**src/rtl/sha256_round_ctrl.sv**
```systemverilog
// Round sequencer for the two-rounds-per-cycle SHA-256 compression datapath.
// Per block: load, 32 capture/commit pairs, final hash latch, done pulse.
module sha256_round_ctrl #(
   parameter int NUM_PAIRS = 32
) (
   input  logic       clk,
   input  logic       rst,
   input  logic       start_i,
   input  logic       first_block_i,
   input  logic       w_valid_i,
   output logic       w_ack_o,
   output logic [5:0] round_idx_o,
   output logic       core_rst_n_o,
   output logic       core_sel_o,
   output logic       hv_src_o,
   output logic       hv_load_o,
   output logic       busy_o,
   output logic       done_o
);

   typedef enum logic [2:0] {
      S_IDLE,
      S_INIT,
      S_CAPT,
      S_COMMIT,
      S_FINAL,
      S_DONE
   } state_e;

   localparam logic [4:0] LAST = 5'(NUM_PAIRS - 1);

   state_e     state_q;
   logic [4:0] p_q;
   logic       hv_src_q;
   logic       busy_q;
   logic       done_q;
   logic       sel_q;
   logic       load_q;
   logic       crst_n_q;

   always_ff @(posedge clk) begin
      if (!rst) begin
         state_q  <= S_IDLE;
         p_q      <= '0;
         hv_src_q <= 1'b0;
         busy_q   <= 1'b0;
         done_q   <= 1'b0;
         sel_q    <= 1'b0;
         load_q   <= 1'b0;
         crst_n_q <= 1'b0;
      end else begin
         done_q   <= 1'b0;
         load_q   <= 1'b0;
         crst_n_q <= 1'b1;
         unique case (state_q)
            S_IDLE: begin
               if (start_i) begin
                  state_q  <= S_INIT;
                  hv_src_q <= ~first_block_i;
                  busy_q   <= 1'b1;
                  crst_n_q <= 1'b0;
               end
            end
            S_INIT: begin
               p_q     <= '0;
               state_q <= S_CAPT;
            end
            S_CAPT: begin
               if (w_valid_i) begin
                  state_q <= S_COMMIT;
                  sel_q   <= 1'b1;
               end
            end
            // sel stays high into FINAL so the hash latch follows the last commit
            S_COMMIT: begin
               if (p_q == LAST) begin
                  state_q <= S_FINAL;
               end else begin
                  p_q     <= p_q + 5'd1;
                  state_q <= S_CAPT;
                  sel_q   <= 1'b0;
               end
            end
            S_FINAL: begin
               state_q <= S_DONE;
               sel_q   <= 1'b0;
               done_q  <= 1'b1;
               load_q  <= 1'b1;
            end
            S_DONE: begin
               state_q <= S_IDLE;
               busy_q  <= 1'b0;
            end
            default: begin
               state_q <= S_IDLE;
               busy_q  <= 1'b0;
               sel_q   <= 1'b0;
            end
         endcase
      end
   end

   assign w_ack_o      = (state_q == S_CAPT) & w_valid_i;
   assign round_idx_o  = {p_q, 1'b0};
   assign core_rst_n_o = rst & crst_n_q;
   assign core_sel_o   = sel_q;
   assign hv_src_o     = hv_src_q;
   assign hv_load_o    = load_q;
   assign busy_o       = busy_q;
   assign done_o       = done_q;

endmodule

```
**config.mk**
```make
export PLATFORM = sky130hd
export DESIGN_NAME = sha256_round_ctrl
export DESIGN_NICKNAME = d
export VERILOG_FILES = /design/src/rtl/sha256_round_ctrl.sv
export SDC_FILE = /design/constraint.sdc
export NUM_CORES = 1
export LEC_CHECK = 0
export ABC_AREA = 1
export CORE_MARGIN = 4
export CORE_UTILIZATION = 46
export CTS_BUF_LIST = sky130_fd_sc_hd__clkbuf_4 sky130_fd_sc_hd__clkbuf_8
export CTS_CLUSTER_DIAMETER = 60
export DETAILED_ROUTE_END_ITERATION = 10
export PLACE_DENSITY = 0.82
export SYNTH_ARGS = -nofsm -noshare
export SYNTH_HDL_FRONTEND = slang
export SYNTH_SLANG_ARGS = --single-unit
```
**constraint.sdc**
```tcl
create_clock -name clk -period 1.93 [get_ports clk]
set_input_delay 0.386 -clock clk [delete_from_list [all_inputs] [get_ports clk]]
set_output_delay 0.386 -clock clk [all_outputs]
set_load 0.1 [all_outputs]
```
Word level (Yosys, flattened, before mapping)
Index checks and enable logic that the tools add are counted.
{ "op_classes": {"addsub": 1, "n_bitwise": 5, "reduce_logical": 9, "n_mux": 14, "n_eq_ne": 9} }
{ "ops": {"columns": ["operator", "count"], "rows": [
  ["3-bit one-hot mux with 5 select lines", 1],
  ["5-bit one-hot mux with 2 select lines", 1],
  ["3-bit two-way mux", 3],
  ["2-bit AND reduction", 4],
  ["3-bit by 2-bit equality test with 1-bit output (second input constant)", 2],
  ["3-bit equality test (second input constant)", 2],
  ["1-bit two-way mux", 6],
  ["2-bit != test (second input constant)", 3],
  ["5-bit by 1-bit adder with 5-bit output (second input constant)", 1],
  ["5-bit equality test (second input constant)", 1],
  ["5-bit two-way mux", 1],
  ["4-bit OR reduction", 1],
  ["3-bit by 1-bit equality test with 1-bit output (second input constant)", 1],
  ["3-bit logical NOT", 1],
  ["1-bit NOT", 3],
  ["1-bit one-hot mux with 3 select lines", 1],
  ["3-bit AND reduction", 1],
  ["3-bit OR reduction", 1],
  ["1-bit AND", 2],
  ["1-bit one-hot mux with 2 select lines", 1],
  ["2-bit nonzero test", 1]
]} }
{ "totals": {"in_bits": 5, "output_inout_bits": 13, "elab_cells": 45, "register_bits": 13} }

Depth between registers and ports, before layout
{ "logic_depth": {"depth_word": 4, "depth_mapped": 9, "ltp_nobuf": 9} }

Worst setup path after synthesis
No wires, ideal clock.
{ "synth_path": {"kind": "reg2reg", "from": "register p_q[1]", "to": "register p_q[3]", "arrival_time_ns": 1.941, "required_time_ns": 1.811, "period_less_slack_ns": 2.060, "path_slack_ns": -0.130, "setup_ns": 0.119, "path_stages_with_launch": 9, "path_buffers": 0, "cell_sequence": "dfxtp_1 -> ha_1 -> and3_1 -> ha_1 -> nand2_1 -> inv_1 -> nor2_1 -> a21oi_1 -> nor2_1"} }
{ "synth_between": {"elab_chain_len": 3, "word_cells_on_any_way": 6, "classes_between": "add/sub: 1; eq/ne: 2; mux: 2; reduce/logical: 1"} }
{ "synth_lines": {"columns": ["item", "line", "source"], "rows": [
  ["from (decl)", "33", "logic [4:0] p_q;"],
  ["from (signal assigned)", "79", "p_q <= p_q + 5'd1;"],
  ["5-bit by 1-bit adder with 5-bit output / 5-bit equality test (equally long branches)", "79, 76", null],
  ["5-bit two-way mux / 2-bit != test (equally long branches)", null, null],
  ["5-bit one-hot mux with 2 select lines / 2-bit AND reduction (equally long branches)", null, null]
]} }
Parallel ways exist; a longest one is shown, timed or not. The select of a mux whose other input is x is not followed.
A chain may end at the register's enable or synchronous reset.

Worst setup path after layout
{ "layout_path": {"from": "input port w_valid_i", "to": "output port w_ack_o"} }
{ "layout_between": {"elab_chain_len": 1} }
{ "layout_lines": {"columns": ["item", "line", "source"], "rows": [
  ["from (decl)", "10", "input logic w_valid_i,"],
  ["1-bit AND", "103", "assign w_ack_o = (state_q == S_CAPT) & w_valid_i;"],
  ["to (decl)", "11", "output logic w_ack_o,"]
]} }
No other way between the ends.

==> impl_metrics.ini <==
[grt]
grt_max_degree = 8
use_met3 = 0.0598
grt_pass1_wl_um = 2290
antenna_found_initial = 0
grt-ovfl-total = 0
grt_use_met1 = 0.188
grt_pass1_vias = 512
grt_usage = 0.164
top_usage_layer = met2
use_met2 = 0.264

[setup_path]
crit_type = input pin to primary output
worstSetupStartpointType = input pin
path_cells = clkdlybuf4s50_1, nand4_1, inv_1, buf_12
slowest_stage = clkdlybuf4s50_1
crit_path_end_kind = primary output
ff2ff_path_depth = 8
cp_data_arrival_time_ns = 1.30
cp-startpoint = w_valid_i
r2r_end = p_q[0]
path_delay_family = buffers and inverters
critPathRequiredTime_ns = 1.54
r2r_slack_ns = 0.39
crit_path_end = w_ack_o
r2r_start = p_q[0]
critical_path.max_stage_delay_ns = 0.47
path_buf_inv = 3
timing.critical_path.fanout_max = 2
cp.depth = 4

[synthesis]
syn_area_per_cell_um2 = 6.73
synthCells = 93
synthesis.nets = 100
synthTopCellsByArea = dfxtp_1 42%, nand2_1 15%, inv_1 9.6%
synth_warnings = 0
synth_area_leader_cell = dfxtp_1
synthDistinctLibCells = 17
synth_top_area_share = 0.416
syn_area_um2 = 626
seq_area_frac_synth = 0.416
ys_ff_latch = 13

[pwr]
p_leak_nw = 0.443
power_density_nw_per_um2 = 798
finalPower_uw = 678
ir_drop_uv = 396

[sta]
rsz0062_at_grt = no
finalSetupTns_ns = 0
finalHoldViolCount = 0
max_freq_mhz = 592
layout_min_cycle_time_ns = 1.69
fin_skew_ns = 0.00170
final_max_slew_viol_count = 0
fin_crit_sh = 0.876
fin_ws_ns = 0.240
setup_violations = 0

[status]
status = complete, no violations

[cts]
cts_max_level = 1
ctsRootBufferMaster = clkbuf_4
clk_path_buf_depth = 2
cts.sinks = 13
hold_buffers = 0
clk_latency_ns = 0.28
cts_setup_buffers = 0
numCtsBuffers = 3
cts_tree = yes
clk_pin_slew_ns = 0.08
cts-resized-gates = 0

[route]
routedWlPerCell_um = 10.5
totalWireLength_um = 1330
drc_errors = 0
vias = 594
viasPerCell = 4.68
drtAntennaViolNets = 0
drtIter0Drc = 8
drtPass1Iterations = 4

[die]
start_util = 0.487
dieArea_um2 = 2010
fp.dieH_um = 44.9
fp.dieW_um = 44.9
core_area_um2 = 1280
rows = 13
ioPinCount = 18

[layout]
multi_input_area_um2 = 287
nets = 120
final_area_um2 = 850
drive_gt1_frac = 0.196
regArea_um2 = 263
antennaDiodeCount = 0
fillers = 119
syn2layout_area_growth_pct = 35.8

[placement]
place_area_um2 = 820
pre_cts_ws_ns = 0.248
gp_congestion = 0.742
dp.final_hpwl_um = 1070
port_buffers = 16

[min_path]
holdPathStages = 2
hp-start = busy_o
hold_class = register to register

[run]
drv_cap = 0
==> report_power, final <==
group | leakage, nW | switching, mW | internal [mW]
Sequential | 0.107 | 0.0140 | 0.284
Combinational | 0.318 | 0.145 | 0.0523
Clock | 0.0184 | 0.0881 | 0.0943
Total | 0.443 | 0.247 | 0.431
==> tightest hold or removal path, cell delays in order (launching register included) <==
cell     delay, ns
dfxtp_1       0.33
o21ai_0       0.08
inv_1         0.04
==> cells by family after synthesis <==
family	share of synthesized area
buf+inv	0.126
simple gates	0.328
compound gates	0.0840
fa+ha+maj	0.0400
flops	0.416
other cells	0.00599
==> cell type report <==
cell class | count | area share
flip-flops and latches | 13 | 0.309
inverters | 17 | 0.0751
multi-input cells | 61 | 0.337
clock buffers | 4 | 0.0353
well taps | 15 | 0.0221
repair buffers | 17 | 0.221
==> state kept, by name (all words and copies together) (netlist names) <==
name / count
busy_o: 1
core_sel_o: 1
crst_n_q: 1
hv_load_o: 1
hv_src_o: 1
p_q: 5
state_q: 3
==> through the flow <==
stage                     hold WS (ns)  instances  utilization
final                            0.482        127        0.661
after global placement           0.460        123        0.638
after floorplan                  0.484         93            -
after CTS                        0.489        127        0.661
after detailed placement         0.465        123        0.638
after global routing             0.526        127        0.661
==> cell usage after synthesis <==
cell type	number
buf_4	2
and3_1	1
nor2_1	14
dfxtp_1	13
inv_1	16
nor2_4	1
ha_1	2
conb_1	1
nor3_1	1
o211ai_1	1
a21oi_1	7
nand3_2	1
nand3_1	4
nand2_1	25
nand4_1	1
inv_2	1
o21ai_0	2
==> layout by cell type (no fill, tap or decap) <==
cell type,n
and3_1,1
nor2_1,14
nand4_1,1
o21ai_0,2
a21oi_1,7
dfxtp_1,11
nand3_1,4
nor3_1,1
inv_2,1
nand3_2,1
dfxtp_2,2
clkbuf_4,4
conb_1,1
ha_1,2
buf_4,9
nor2_4,1
clkdlybuf4s50_1,4
inv_1,16
buf_12,4
nand2_1,25
o211ai_1,1
==> worst min path at each step <==
stage	to	slack, ns
final	busy_o	0.48
after global routing	p_q[1]	0.53
after CTS	busy_o	0.49
after detailed placement	busy_o	0.46
after global placement	busy_o	0.46
after floorplan	crst_n_q	0.48
==> routing by layer <==
layer / share of wire / wire length [um]
met1: 0.43 / 576
met2: 0.51 / 672
met3: 0.032 / 43
met4: 0.029 / 38
met5: 0 / 0
(Power assumes the default switching activity.)
